$ cat config.mk
export PLATFORM = sky130hd
export DESIGN_NAME = fig_rom_arbiter
export DESIGN_NICKNAME = d
export VERILOG_FILES = /design/src/rtl/fig_rom_arbiter.sv
export SDC_FILE = /design/constraint.sdc
export NUM_CORES = 1
export LEC_CHECK = 0
export ABC_AREA = 1
export BUFFER_PORTS_ARGS = -buffer_cell sky130_fd_sc_hd__buf_2
export CAP_MARGIN = 20
export CORE_MARGIN = 3
export CORE_UTILIZATION = 40
export DETAILED_ROUTE_END_ITERATION = 10
export GPL_TIMING_DRIVEN = 1
export PLACE_DENSITY_LB_ADDON = 0.08
export SLEW_MARGIN = 20
export SYNTH_ARGS = -nofsm -noshare
export SYNTH_HDL_FRONTEND = slang
export SYNTH_SLANG_ARGS = --single-unit
$ cat constraint.sdc
create_clock -name clk -period 1.3 [get_ports clk]
set_input_delay 0.39 -clock clk [delete_from_list [all_inputs] [get_ports clk]]
set_output_delay 0.39 -clock clk [all_outputs]
set_load 0.01 [all_outputs]
$ cat src/rtl/fig_rom_arbiter.sv
// Two-port round-robin arbiter for the shared single-port glyph/figure ROM.
// Optional bounded burst lock; read data is routed back through a port-tagged latency pipeline.
module fig_rom_arbiter #(
    parameter int ADDR_WIDTH  = 11,
    parameter int DATA_WIDTH  = 8,
    parameter int ROM_LATENCY = 1,
    parameter int MAX_BURST   = 16
) (
    input  logic                  clk,
    input  logic                  rst,
    input  logic                  req0_valid,
    input  logic                  req0_lock,
    input  logic [ADDR_WIDTH-1:0] req0_addr,
    output logic                  req0_ready,
    output logic                  rsp0_valid,
    output logic [DATA_WIDTH-1:0] rsp0_data,
    input  logic                  req1_valid,
    input  logic                  req1_lock,
    input  logic [ADDR_WIDTH-1:0] req1_addr,
    output logic                  req1_ready,
    output logic                  rsp1_valid,
    output logic [DATA_WIDTH-1:0] rsp1_data,
    output logic [ADDR_WIDTH-1:0] rom_addr,
    output logic                  rom_rst,
    input  logic [DATA_WIDTH-1:0] rom_rd_data
);
    localparam int STAGES = ROM_LATENCY;
    localparam int CW     = 8;
    localparam logic [CW-1:0] BURST_MAX = CW'(MAX_BURST);

    logic          prio;
    logic          lock_vld;
    logic          lock_port;
    logic [CW-1:0] burst_cnt;
    logic          gnt;
    logic          any_req;
    logic          acc;
    logic          acc_lock;
    logic [STAGES:0] vld_pipe;
    logic [STAGES:0] port_pipe;

    always_comb begin
        any_req = req0_valid | req1_valid;
        gnt     = prio;
        if (req0_valid && !req1_valid)
            gnt = 1'b0;
        else if (req1_valid && !req0_valid)
            gnt = 1'b1;
        else if (lock_vld && (burst_cnt < BURST_MAX))
            gnt = lock_port;
    end

    assign req0_ready = !rst && any_req && !gnt;
    assign req1_ready = !rst && any_req && gnt;
    assign acc        = req0_ready | req1_ready;
    assign acc_lock   = gnt ? req1_lock : req0_lock;
    assign rom_rst    = rst;

    // rom_addr is registered, so the ROM samples it one edge after accept;
    // the tag pipeline therefore carries one stage more than the ROM latency.
    always_ff @(posedge clk) begin
        if (rst) begin
            prio      <= 1'b0;
            lock_vld  <= 1'b0;
            lock_port <= 1'b0;
            burst_cnt <= '0;
            rom_addr  <= '0;
        end else if (acc) begin
            prio      <= ~gnt;
            lock_vld  <= acc_lock;
            lock_port <= gnt;
            rom_addr  <= gnt ? req1_addr : req0_addr;
            if (lock_vld && (lock_port == gnt))
                burst_cnt <= (burst_cnt >= BURST_MAX) ? BURST_MAX : burst_cnt + 1'b1;
            else
                burst_cnt <= CW'(1);
        end else begin
            lock_vld  <= 1'b0;
            burst_cnt <= '0;
        end
    end

    always_ff @(posedge clk) begin
        if (rst) begin
            vld_pipe  <= '0;
            port_pipe <= '0;
        end else begin
            vld_pipe  <= {vld_pipe[STAGES-1:0], acc};
            port_pipe <= {port_pipe[STAGES-1:0], gnt};
        end
    end

    always_ff @(posedge clk) begin
        if (rst) begin
            rsp0_valid <= 1'b0;
            rsp1_valid <= 1'b0;
            rsp0_data  <= '0;
            rsp1_data  <= '0;
        end else begin
            rsp0_valid <= vld_pipe[STAGES] && !port_pipe[STAGES];
            rsp1_valid <= vld_pipe[STAGES] &&  port_pipe[STAGES];
            if (vld_pipe[STAGES] && !port_pipe[STAGES])
                rsp0_data <= rom_rd_data;
            if (vld_pipe[STAGES] && port_pipe[STAGES])
                rsp1_data <= rom_rd_data;
        end
    end
endmodule

---- Word level (Yosys, flattened, before mapping) ----
Index checks and enable logic that the tools add are counted.
word-level totals
  register bits after elaboration ......... 44
  bits of input ports ..................... 36
  output and inout port bits .............. 32
  logic and storage cells ................. 46
operators by class
  add/subtract/negate cells ............... 1
  $lt $le $gt $ge ......................... 2
  equality and inequality tests ........... 1
  mux-type cells .......................... 7
  bitwise operators ....................... 5
  reduce and logical (&&, ||, !) cells .... 17
operators by type and width
  operator                                                            count
  2-to-1 mux 11 bit                                                   1
  logical AND 1 bit                                                   9
  adder 8 x 1 -> 8 bit (second input constant)                        1
  greater-or-equal comparator 8 x 5 -> 1 bit (second input constant)  1
  less-than comparator 8 x 5 -> 1 bit (second input constant)         1
  logical NOT 1 bit                                                   5
  2-to-1 mux 1 bit                                                    5
  2-to-1 mux 5 bit                                                    1
  OR reduction 4 bit                                                  1
  NOT 1 bit                                                           3
  OR reduction 3 bit                                                  1
  OR 1 bit                                                            2
  OR reduction 2 bit                                                  1
  == test 1 bit                                                       1

---- Logic depth before layout (Yosys ltp) ----
Gate-level depths: netlist (run 1).
  depth after elaboration ................. 10
  depth in mapped cells ................... 11
  mapped depth without buffers ............ 10

---- Worst setup path after synthesis (run 1) ----
Ideal clock, no wire load.
  path type ............................... input -> output
  from .................................... in rst
  to ...................................... out req1_ready
  data arrival time ....................... 1.024 ns
  path slack .............................. -0.114 ns
  stages on the path ...................... 5
  path through ............................ buf_6 > nor2_4 > buf_6 > nand2_1 > inv_1
on the way
  cells in the longest elaborated chain, start to end .. 3
ends and longest elaborated chain
  element                         RTL line  source
  start, declared                 10        input logic rst,
  logical NOT 1 bit               54        assign req1_ready = !rst && any_req && gnt;
  logical AND 1 bit (2 in a row)  54
  end, declared                   20        output logic req1_ready,
No other way between the ends.

---- Worst setup path in the final report (run 1) ----
  from .................................... reg burst_cnt[5]
  to ...................................... out req1_ready
on the way
  cells in the longest elaborated chain, start to end .. 6
ends and longest elaborated chain
  element                              RTL line  source
  start, declared                      34        logic [CW-1:0] burst_cnt;
  start signal, assigned               74        burst_cnt <= (burst_cnt >= BURST_MAX) ? BURST_MAX : burst_cnt + 1'b1;
  less-than comparator 8 x 5 -> 1 bit  49        else if (lock_vld && (burst_cnt < BURST_MAX))
  logical AND 1 bit                    49
  2-to-1 mux 1 bit                     49
  2-to-1 mux 1 bit                     47        else if (req1_valid && !req0_valid)
  2-to-1 mux 1 bit                     45        if (req0_valid && !req1_valid)
  logical AND 1 bit                    54
No other way between the ends.

==> flow_summary.toml, run 1 <==
[floorplanning]
placementRows = 23
io_pins = 68
die_x_um = 73.5
core_mm2 = 0.00420
start_util_pct = 43.4
die_area_mm2 = 0.00541
die_h_um = 73.5

[logic_synthesis]
synthesis.area_mm2 = 0.00182
synth_seq_cells = 44
syn_area_per_cell_um2 = 7.90
synth_cell_type_count = 26
synth_area_leaders = "dfxtp_1, nand3_1, nor2_1"
netlist_instances = 231
synth-async-reset-ratio_pct = 0
seq_area_frac_synth_pct = 48.3
synth_top_cell_by_area = "dfxtp_1"
synth-edff-count = 0
synth_top_area_share_pct = 48.3
ys_top_cells_by_count = "dfxtp_1, nor2_1, nand3_1, nand2_1, inv_1"
yosys_warnings = 0
synth_top_flop_cell = "dfxtp_1"

[grt]
grt-ovfl-total = 0
grt_pass1_vias = 1628
gr-usage-all-layers_pct = 17.3
grt_max_degree = 28
antenna_found_initial = 0
grt_pass1_wl_um = 7310

[cells_and_area]
multiInputGateArea_um2 = 976
diodes = 0
fillers = 375
drive_gt1_share_pct = 47.2
nets = 361
areaGrowthSynthToFinish_pct = 48.2
fin_area_mm2 = 0.00270
regArea_um2 = 886

[run]
drv_cap = 0

[cts]
clock_path_buffers = 2
numCtsBuffers = 5
clk_latency_ns = 0.28
clk_pin_slew_ns = 0.08
cts_tree = "done"
cts_hold_buf = 0
numClockSinks = 44
clock-root-buffer = "clkbuf_8"
ctsHtreeMaxLevel = 2

[worst_hold_path]
holdPathEnd = "lock_vld"
min_path_type = "input port to register"
min_from = "req0_lock"
min_delay_path_depth = 3

[sta]
finalHoldViolCount = 0
final-setup-viol-count = 20
layout_setup_ws_ns = -0.468
post-route-min-period_ns = 1.77
fmaxAchievable_ghz = 0.566
clock_skew_ns = 0.00224
fin_crit_sh_pct = 136
rsz0062_at_grt = "true"
slew_violations = 0
fin_hold_ws_ns = 0.306

[outcome]
status = "complete, but fails checks"
violations = "negative setup slack"

[power_and_ir_drop]
ir_worst_vdd_uv = 780
cellLeakagePower_nw = 1.42
power.total_w = 0.00304
p_per_area_mw_per_mm2 = 1120

[route]
route.vias.total = 1714
final_antenna_net_count = 0
drt_wl_total_um = 4660
dr.pass1.iters = 4
drc = 0
wl_per_cell_um = 12.5
vias_per_cell = 4.58
drtIter0Drc = 64

[placed_design]
postPlaceCellArea_mm2 = 0.00224
place.gp.congestion = 0.758
port_buffers = 67
dpl.hpwl_um = 3010
dp_slack_ns = -0.180

[setup_path]
cp_data_arrival_time_ns = 1.38
path_class = "register to primary output"
cp-start-kind = "register"
regToRegEndpoint = "burst_cnt[2]"
reg2reg_depth = 13
path_max_fanout = 3
r2r_start = "burst_cnt[6]"
crit_required_ns = 0.91
end_kind = "primary output"
rrSetupSlack_ns = -0.37
[worst max path at each step]
stage / startpoint / slack (ns) / end
after floorplan: rst / -0.06 / req1_ready
after global placement: req0_valid / -0.16 / req1_ready
after detailed placement: req0_valid / -0.18 / rom_addr[0]
after CTS: burst_cnt[7] / -0.44 / req1_ready
after global routing: burst_cnt[5] / -0.55 / req1_ready
final: burst_cnt[5] / -0.47 / req1_ready
[timing repair]
item                                    in CTS  in global routing
gates resized for setup                     38                 19
endpoints found under the setup margin      14                 22
gates cloned                                 1                  0
pin swaps                                   27                 20
setup buffers                               15                  4
[where the power goes]
part           internal [W]  leakage [nW]  switching (W)  total (W)
clock              0.000570        0.0552       0.000443    0.00101
combinational      0.000261          1.00       0.000313   0.000574
sequential          0.00142         0.361      0.0000350    0.00145
total               0.00225          1.42       0.000791    0.00304
[metal layers]
metal,share of wire (%),GRT usage (%),wire [µm],vias to the layer above
li1,-,-,-,908
met2,48,27.5,2220,41
met1,45,21.5,2080,758
met3,6.4,6.16,299,7
met4,1.4,6.64,63,0
met5,0,0,0,-
[logic make-up (layout without fill, tap and decap cells)]
kind of cell / count (synthesis) / after routing / share of synthesized area, %
adder cells (fa/ha/maj): 2 / 2 / 1.37
flip-flops: 44 / 44 / 48.3
AO/OA/AOI/OAI: 19 / 19 / 5.69
buffers and inverters: 35 / 125 / 10.4
XOR/XNOR: 2 / 2 / 0.960
other: 1 / 3 / 0.206
AND/OR/NAND/NOR: 128 / 129 / 33.1
[metrics by stage]
step                utilization, %  cells  TNS [ns]
floorplan                        -    233   -0.0824
global placement              53.4    353     -2.39
detailed placement            53.4    353     -2.72
CTS                           62.3    374     -5.28
global route                  64.4    374     -8.41
finish                        64.4    374     -6.26
[worst max-delay path, cell delays in order, from the launching register on]
cell and delay (ns):
dfxtp_2 0.33, nor2_4 0.13, nand4_1 0.16, nand2_2 0.12, nand2_4 0.06, nand2_4 0.09, nand2_2 0.05, inv_2 0.06
buf_6 0.10
[registers in the layout (all words and copies together) (netlist names)]
name        count
prio            1
rsp0_data       8
rsp1_data       8
port_pipe       2
lock_port       1
lock_vld        1
rsp0_valid      1
burst_cnt       8
rom_addr       11
vld_pipe        2
rsp1_valid      1
[placed cells by master (no fill, tap or decap), types with 3 or more instances in the layout]
| master | n |
|---|---|
| nand3_2 | 28 |
| clkbuf_8 | 5 |
| nor2_4 | 4 |
| o21ai_0 | 16 |
| conb_1 | 3 |
| nand3_4 | 3 |
| nand2_1 | 29 |
| nand2_2 | 5 |
| buf_6 | 11 |
| nor2_1 | 43 |
| buf_4 | 14 |
| dfxtp_1 | 40 |
| inv_1 | 22 |
| dfxtp_2 | 4 |
| inv_2 | 3 |
| buf_2 | 65 |
| nand3_1 | 9 |
[final cells by class]
cell class | instances | area share, %
multi-input combinational | 155 | 36.1
sequential | 44 | 32.8
timing repair buffer | 91 | 21.2
inverter | 26 | 3.61
clock buffer | 6 | 2.68
tap | 50 | 2.31
clock inverter | 2 | 1.30
Note: power is estimated with default switching activity, not from simulation.
==> run 2: changes to the inputs <==
CORE_ASPECT_RATIO = 0.8   (was unset)
==> flow_summary.toml, run 2 (synthesized netlist as in run 1, its figures left out) <==
[setup_path]
rrSetupSlack_ns = -0.41
regToRegEndpoint = "burst_cnt[3]"
crit_required_ns = 0.91
cpMostUsedCell = "nand2_2"
slowest_stage = "dfxtp_2"
slowest_delay_ns = 0.33
worstPathCellList = "nor2_4, nand4_1, nand2_2, nand2_2, nand2_4, nand2_2, inv_2, buf_6"
end_kind = "primary output"
reg2reg_depth = 12
path_class = "register to primary output"
path_max_fanout = 3
crit_family = "simple AND/OR/NAND/NOR gates"
r2r_start = "burst_cnt[5]"
cp_data_arrival_time_ns = 1.39
path_buf_inv = 2
cp-start-kind = "register"

[route]
drc = 0
dr.pass1.iters = 4
drtIter0Drc = 80
drt_wl_total_um = 4190
route.vias.total = 1670
wl_per_cell_um = 11.1
final_antenna_net_count = 0
vias_per_cell = 4.41

[run]
drv_cap = 0

[placed_design]
place.gp.congestion = 0.739
postPlaceCellArea_mm2 = 0.00227
place_inst = 362
port_buffers = 67
dpl.hpwl_um = 3090
dp_slack_ns = -0.182

[cts]
clock-root-buffer = "clkbuf_8"
cts_hold_buf = 0
numCtsBuffers = 5
clock_path_buffers = 2
ctsHtreeMaxLevel = 2
numClockSinks = 44
cts_tree = "done"
clk_latency_ns = 0.28
clk_pin_slew_ns = 0.08

[grt]
grt_pass1_vias = 1571
grt-ovfl-total = 0
gr-usage-all-layers_pct = 16.5
grt_pass1_wl_um = 6830
antenna_found_initial = 0
grt_max_degree = 23

[sta]
slew_violations = 0
post-route-min-period_ns = 1.78
rsz0062_at_grt = "true"
fin_crit_sh_pct = 137
finalHoldViolCount = 0
layout_setup_ws_ns = -0.483
tns_ns = -6.79
fmaxAchievable_ghz = 0.561
clock_skew_ns = 0.00603
final-setup-viol-count = 19

[outcome]
status = "complete, but fails checks"
violations = "negative setup slack"

[cells_and_area]
nets = 359
areaGrowthSynthToFinish_pct = 35.7
layout_common_cells = "buf_2, nor2_1, dfxtp_1"
drive_gt1_share_pct = 37.9
diodes = 0
fin_area_mm2 = 0.00247
largest_reg_flops = 11
regMostFlops = "rom_addr"
fin_cells = 379
fillers = 405
final_common_cell = "buf_2"

[floorplanning]
start_util_pct = 42.6
die_area_mm2 = 0.00541
die_h_um = 66.4
die_x_um = 81.5
placementRows = 21
core_mm2 = 0.00428
io_pins = 68

[power_and_ir_drop]
intPower_w = 0.00206
ir_worst_vdd_uv = 664
p_comb_share_pct = 16.8
cellLeakagePower_nw = 1.30
p_clk_share_pct = 31.0
pwr-share-seq_pct = 52.2
switching_share_pct = 25.9
p_sw_w = 0.000720
p_per_area_mw_per_mm2 = 1120

[worst_hold_path]
holdPathEnd = "lock_vld"
min_path_type = "input port to register"
min_delay_path_depth = 3
min_from = "req0_lock"
==> run 2: area by class of cell <==
| cell class | count | area [µm²] | share of cell area [%] |
|---|---|---|---|
| inverters | 26 | 97.6 | 3.94 |
| flip-flops and latches | 44 | 883 | 35.7 |
| well taps | 57 | 71.3 | 2.88 |
| clock buffers | 7 | 86.3 | 3.49 |
| clock inverters | 1 | 7.51 | 0.303 |
| multi-input cells | 154 | 792 | 32.0 |
| repair buffers | 90 | 537 | 21.7 |
==> run 2: power by group through the flow <==
| stage | clock network [W] | registers (W) | logic, W |
|---|---|---|---|
| after global routing | 0.000967 | 0.00146 | 0.000526 |
| after CTS | 0.000904 | 0.00145 | 0.000460 |
| final | 0.000862 | 0.00145 | 0.000468 |
| after floorplan | 0 | 0.00150 | 0.000241 |
| after detailed placement | 0 | 0.00148 | 0.000431 |
| after global placement | 0 | 0.00148 | 0.000430 |
==> run 2: worst max path at each step <==
stage / cells after the start / start / to
finish: 8 / burst_cnt[6] / req1_ready
global route: 8 / burst_cnt[6] / req1_ready
CTS: 9 / burst_cnt[7] / req1_ready
detailed placement: 8 / req0_valid / rom_addr[9]
global placement: 6 / req0_valid / req1_ready
floorplan: 5 / rst / req1_ready
==> run 2: per-stage QoR <==
step	util [%]	hold slack, ns	total power [W]
5_1_grt	57.8	0.285	0.00295
3_5_place_dp	52.9	0.395	0.00191
4_1_cts	57.2	0.288	0.00282
2_1_floorplan	-	0.388	0.00174
6_report	57.8	0.298	0.00278
3_3_place_gp	52.9	0.396	0.00191
==> run 2: repair_timing <==
item	CTS	global route
gates resized for setup	6	7
pin swaps	9	7
buffers inserted	8	1
setup endpoints to repair	16	22
==> run 2: worst register-to-register path, delay by kind of cell, from the launching register on <==
family        cells  cell delay (ns)
simple gates      8             0.81
buf+inv           4             0.50
flops             1             0.36
==> run 2: layer usage <==
metal	wire (µm)	vias up	GRT usage, %
met5	0	-	0
met4	0	0	5.06
met3	219	0	5.18
met2	1930	39	25.1
met1	2040	727	22.1
li1	-	904	-
==> run 3: changes to the inputs <==
PLACE_DENSITY = 0.75   (was unset)
PLACE_DENSITY_LB_ADDON = unset   (was 0.08)
==> flow_summary.toml, run 3 (synthesized netlist as in run 1, its figures left out) <==
[grt]
antenna_found_initial = 0
gr-usage-all-layers_pct = 18.1
grt_pass1_wl_um = 7560
grt_pass1_vias = 1711
grt_max_degree = 24
grt-ovfl-total = 0

[route]
drc = 0
drt_wl_total_um = 4530
vias_per_cell = 4.60
drtIter0Drc = 44
dr.pass1.iters = 4
route.vias.total = 1736
wl_per_cell_um = 12.0
final_antenna_net_count = 0

[sta]
slew_violations = 0
fin_crit_sh_pct = 133
fmaxAchievable_ghz = 0.577
rsz0062_at_grt = "true"
post-route-min-period_ns = 1.73
layout_setup_ws_ns = -0.432
clock_skew_ns = 0.00867
finalHoldViolCount = 0
final-setup-viol-count = 19

[power_and_ir_drop]
power.total_w = 0.00284
p_per_area_mw_per_mm2 = 1120
ir_worst_vdd_uv = 611
cellLeakagePower_nw = 1.33

[run]
drv_cap = 0

[setup_path]
end_kind = "primary output"
path_max_fanout = 3
crit_family = "simple AND/OR/NAND/NOR gates"
slowest_stage = "dfxtp_2"
regToRegEndpoint = "rom_addr[8]"
cp-start-kind = "register"
path_class = "register to primary output"
slowest_delay_ns = 0.33
crit_required_ns = 0.91
cpMostUsedCell = "nand2_2"
r2r_start = "burst_cnt[5]"
rrSetupSlack_ns = -0.25
reg2reg_depth = 12
path_buf_inv = 2
worstPathCellList = "nor2_4, nand4_1, nand2_1, nand2_2, nand2_4, nand2_2, inv_2, buf_6"
cp_data_arrival_time_ns = 1.34

[cts]
ctsHtreeMaxLevel = 2
numClockSinks = 44
clk_latency_ns = 0.29
numCtsBuffers = 5
clock_path_buffers = 2
cts_hold_buf = 0
clock-root-buffer = "clkbuf_8"
clk_pin_slew_ns = 0.08
cts_tree = "done"

[cells_and_area]
regMostFlops = "rom_addr"
fillers = 395
diodes = 0
nets = 357
drive_gt1_share_pct = 39.1
layout_common_cells = "buf_2, nor2_1, dfxtp_1"
largest_reg_flops = 11
areaGrowthSynthToFinish_pct = 38.5
final_common_cell = "buf_2"
post-route-util_pct = 59.0

[outcome]
violations = "negative setup slack"
status = "complete, but fails checks"

[floorplanning]
die_x_um = 81.5
die_h_um = 66.4
die_area_mm2 = 0.00541
start_util_pct = 42.6
core_mm2 = 0.00428
io_pins = 68
placementRows = 21

[placed_design]
place.gp.congestion = 0.736
dp_slack_ns = -0.206
port_buffers = 67
dpl.hpwl_um = 3060

[worst_hold_path]
holdPathEnd = "lock_vld"
min_path_type = "input port to register"
min_delay_path_depth = 3
min_from = "req1_lock"
run 3: worst max-delay path by stage:
stage                       from          end  slack (ns)  cells past startpoint
floorplan                    rst   req1_ready       -0.06                      5
global placement      req0_valid   req1_ready       -0.16                      6
detailed placement    req1_valid  rom_addr[6]       -0.21                      9
CTS                 burst_cnt[4]   req1_ready       -0.44                      8
global route        burst_cnt[6]   req1_ready       -0.53                      8
finish              burst_cnt[6]   req1_ready       -0.43                      8
run 3: through the flow:
stage / TNS [ns] / instance area [µm²] / hold slack, ns / std cells
after floorplan: -0.0824 / 1840 / 0.388 / 233
after global placement: -2.21 / 2270 / 0.391 / 363
after detailed placement: -2.78 / 2270 / 0.393 / 363
after CTS: -2.95 / 2480 / 0.296 / 375
after global routing: -5.39 / 2530 / 0.314 / 377
final: -3.27 / 2530 / 0.294 / 377
run 3: worst min-delay path, cell delays in order:
cell,delay (ns)
buf_2,0.07
nand2_1,0.04
nand2_1,0.05
run 3: what timing repair did:
| action | CTS | global route |
|---|---|---|
| endpoints found under the setup margin | 17 | 22 |
| gates cloned | 2 | 0 |
| gates resized for setup | 15 | 8 |
| pin swaps | 12 | 13 |
| buffers inserted | 3 | 2 |
run 3: power breakdown:
part	internal (W)	switching, W	total [W]	leakage [nW]
Clock	0.000424	0.000443	0.000867	0.0510
Combinational	0.000241	0.000272	0.000513	0.918
Sequential	0.00142	0.0000379	0.00146	0.361
run 3: layout make-up:
cell class	count	area (µm²)	area share, %
Clock inverter	2	10.0	0.396
Clock buffer	6	82.6	3.27
Sequential cell	44	886	35.0
Timing Repair Buffer	87	554	21.9
Inverter	26	97.6	3.86
Multi-Input combinational cell	155	826	32.7
Tap cell	57	71.3	2.82
run 3: per-layer routing:
metal	share of wire [%]	up-vias	wire length (µm)	global-route usage, %
met5	0	-	0	0
li1	-	903	-	-
met3	6.6	4	300	6.40
met1	45	788	2020	22.4
met2	48	41	2180	29.6
met4	0.73	0	33	5.27
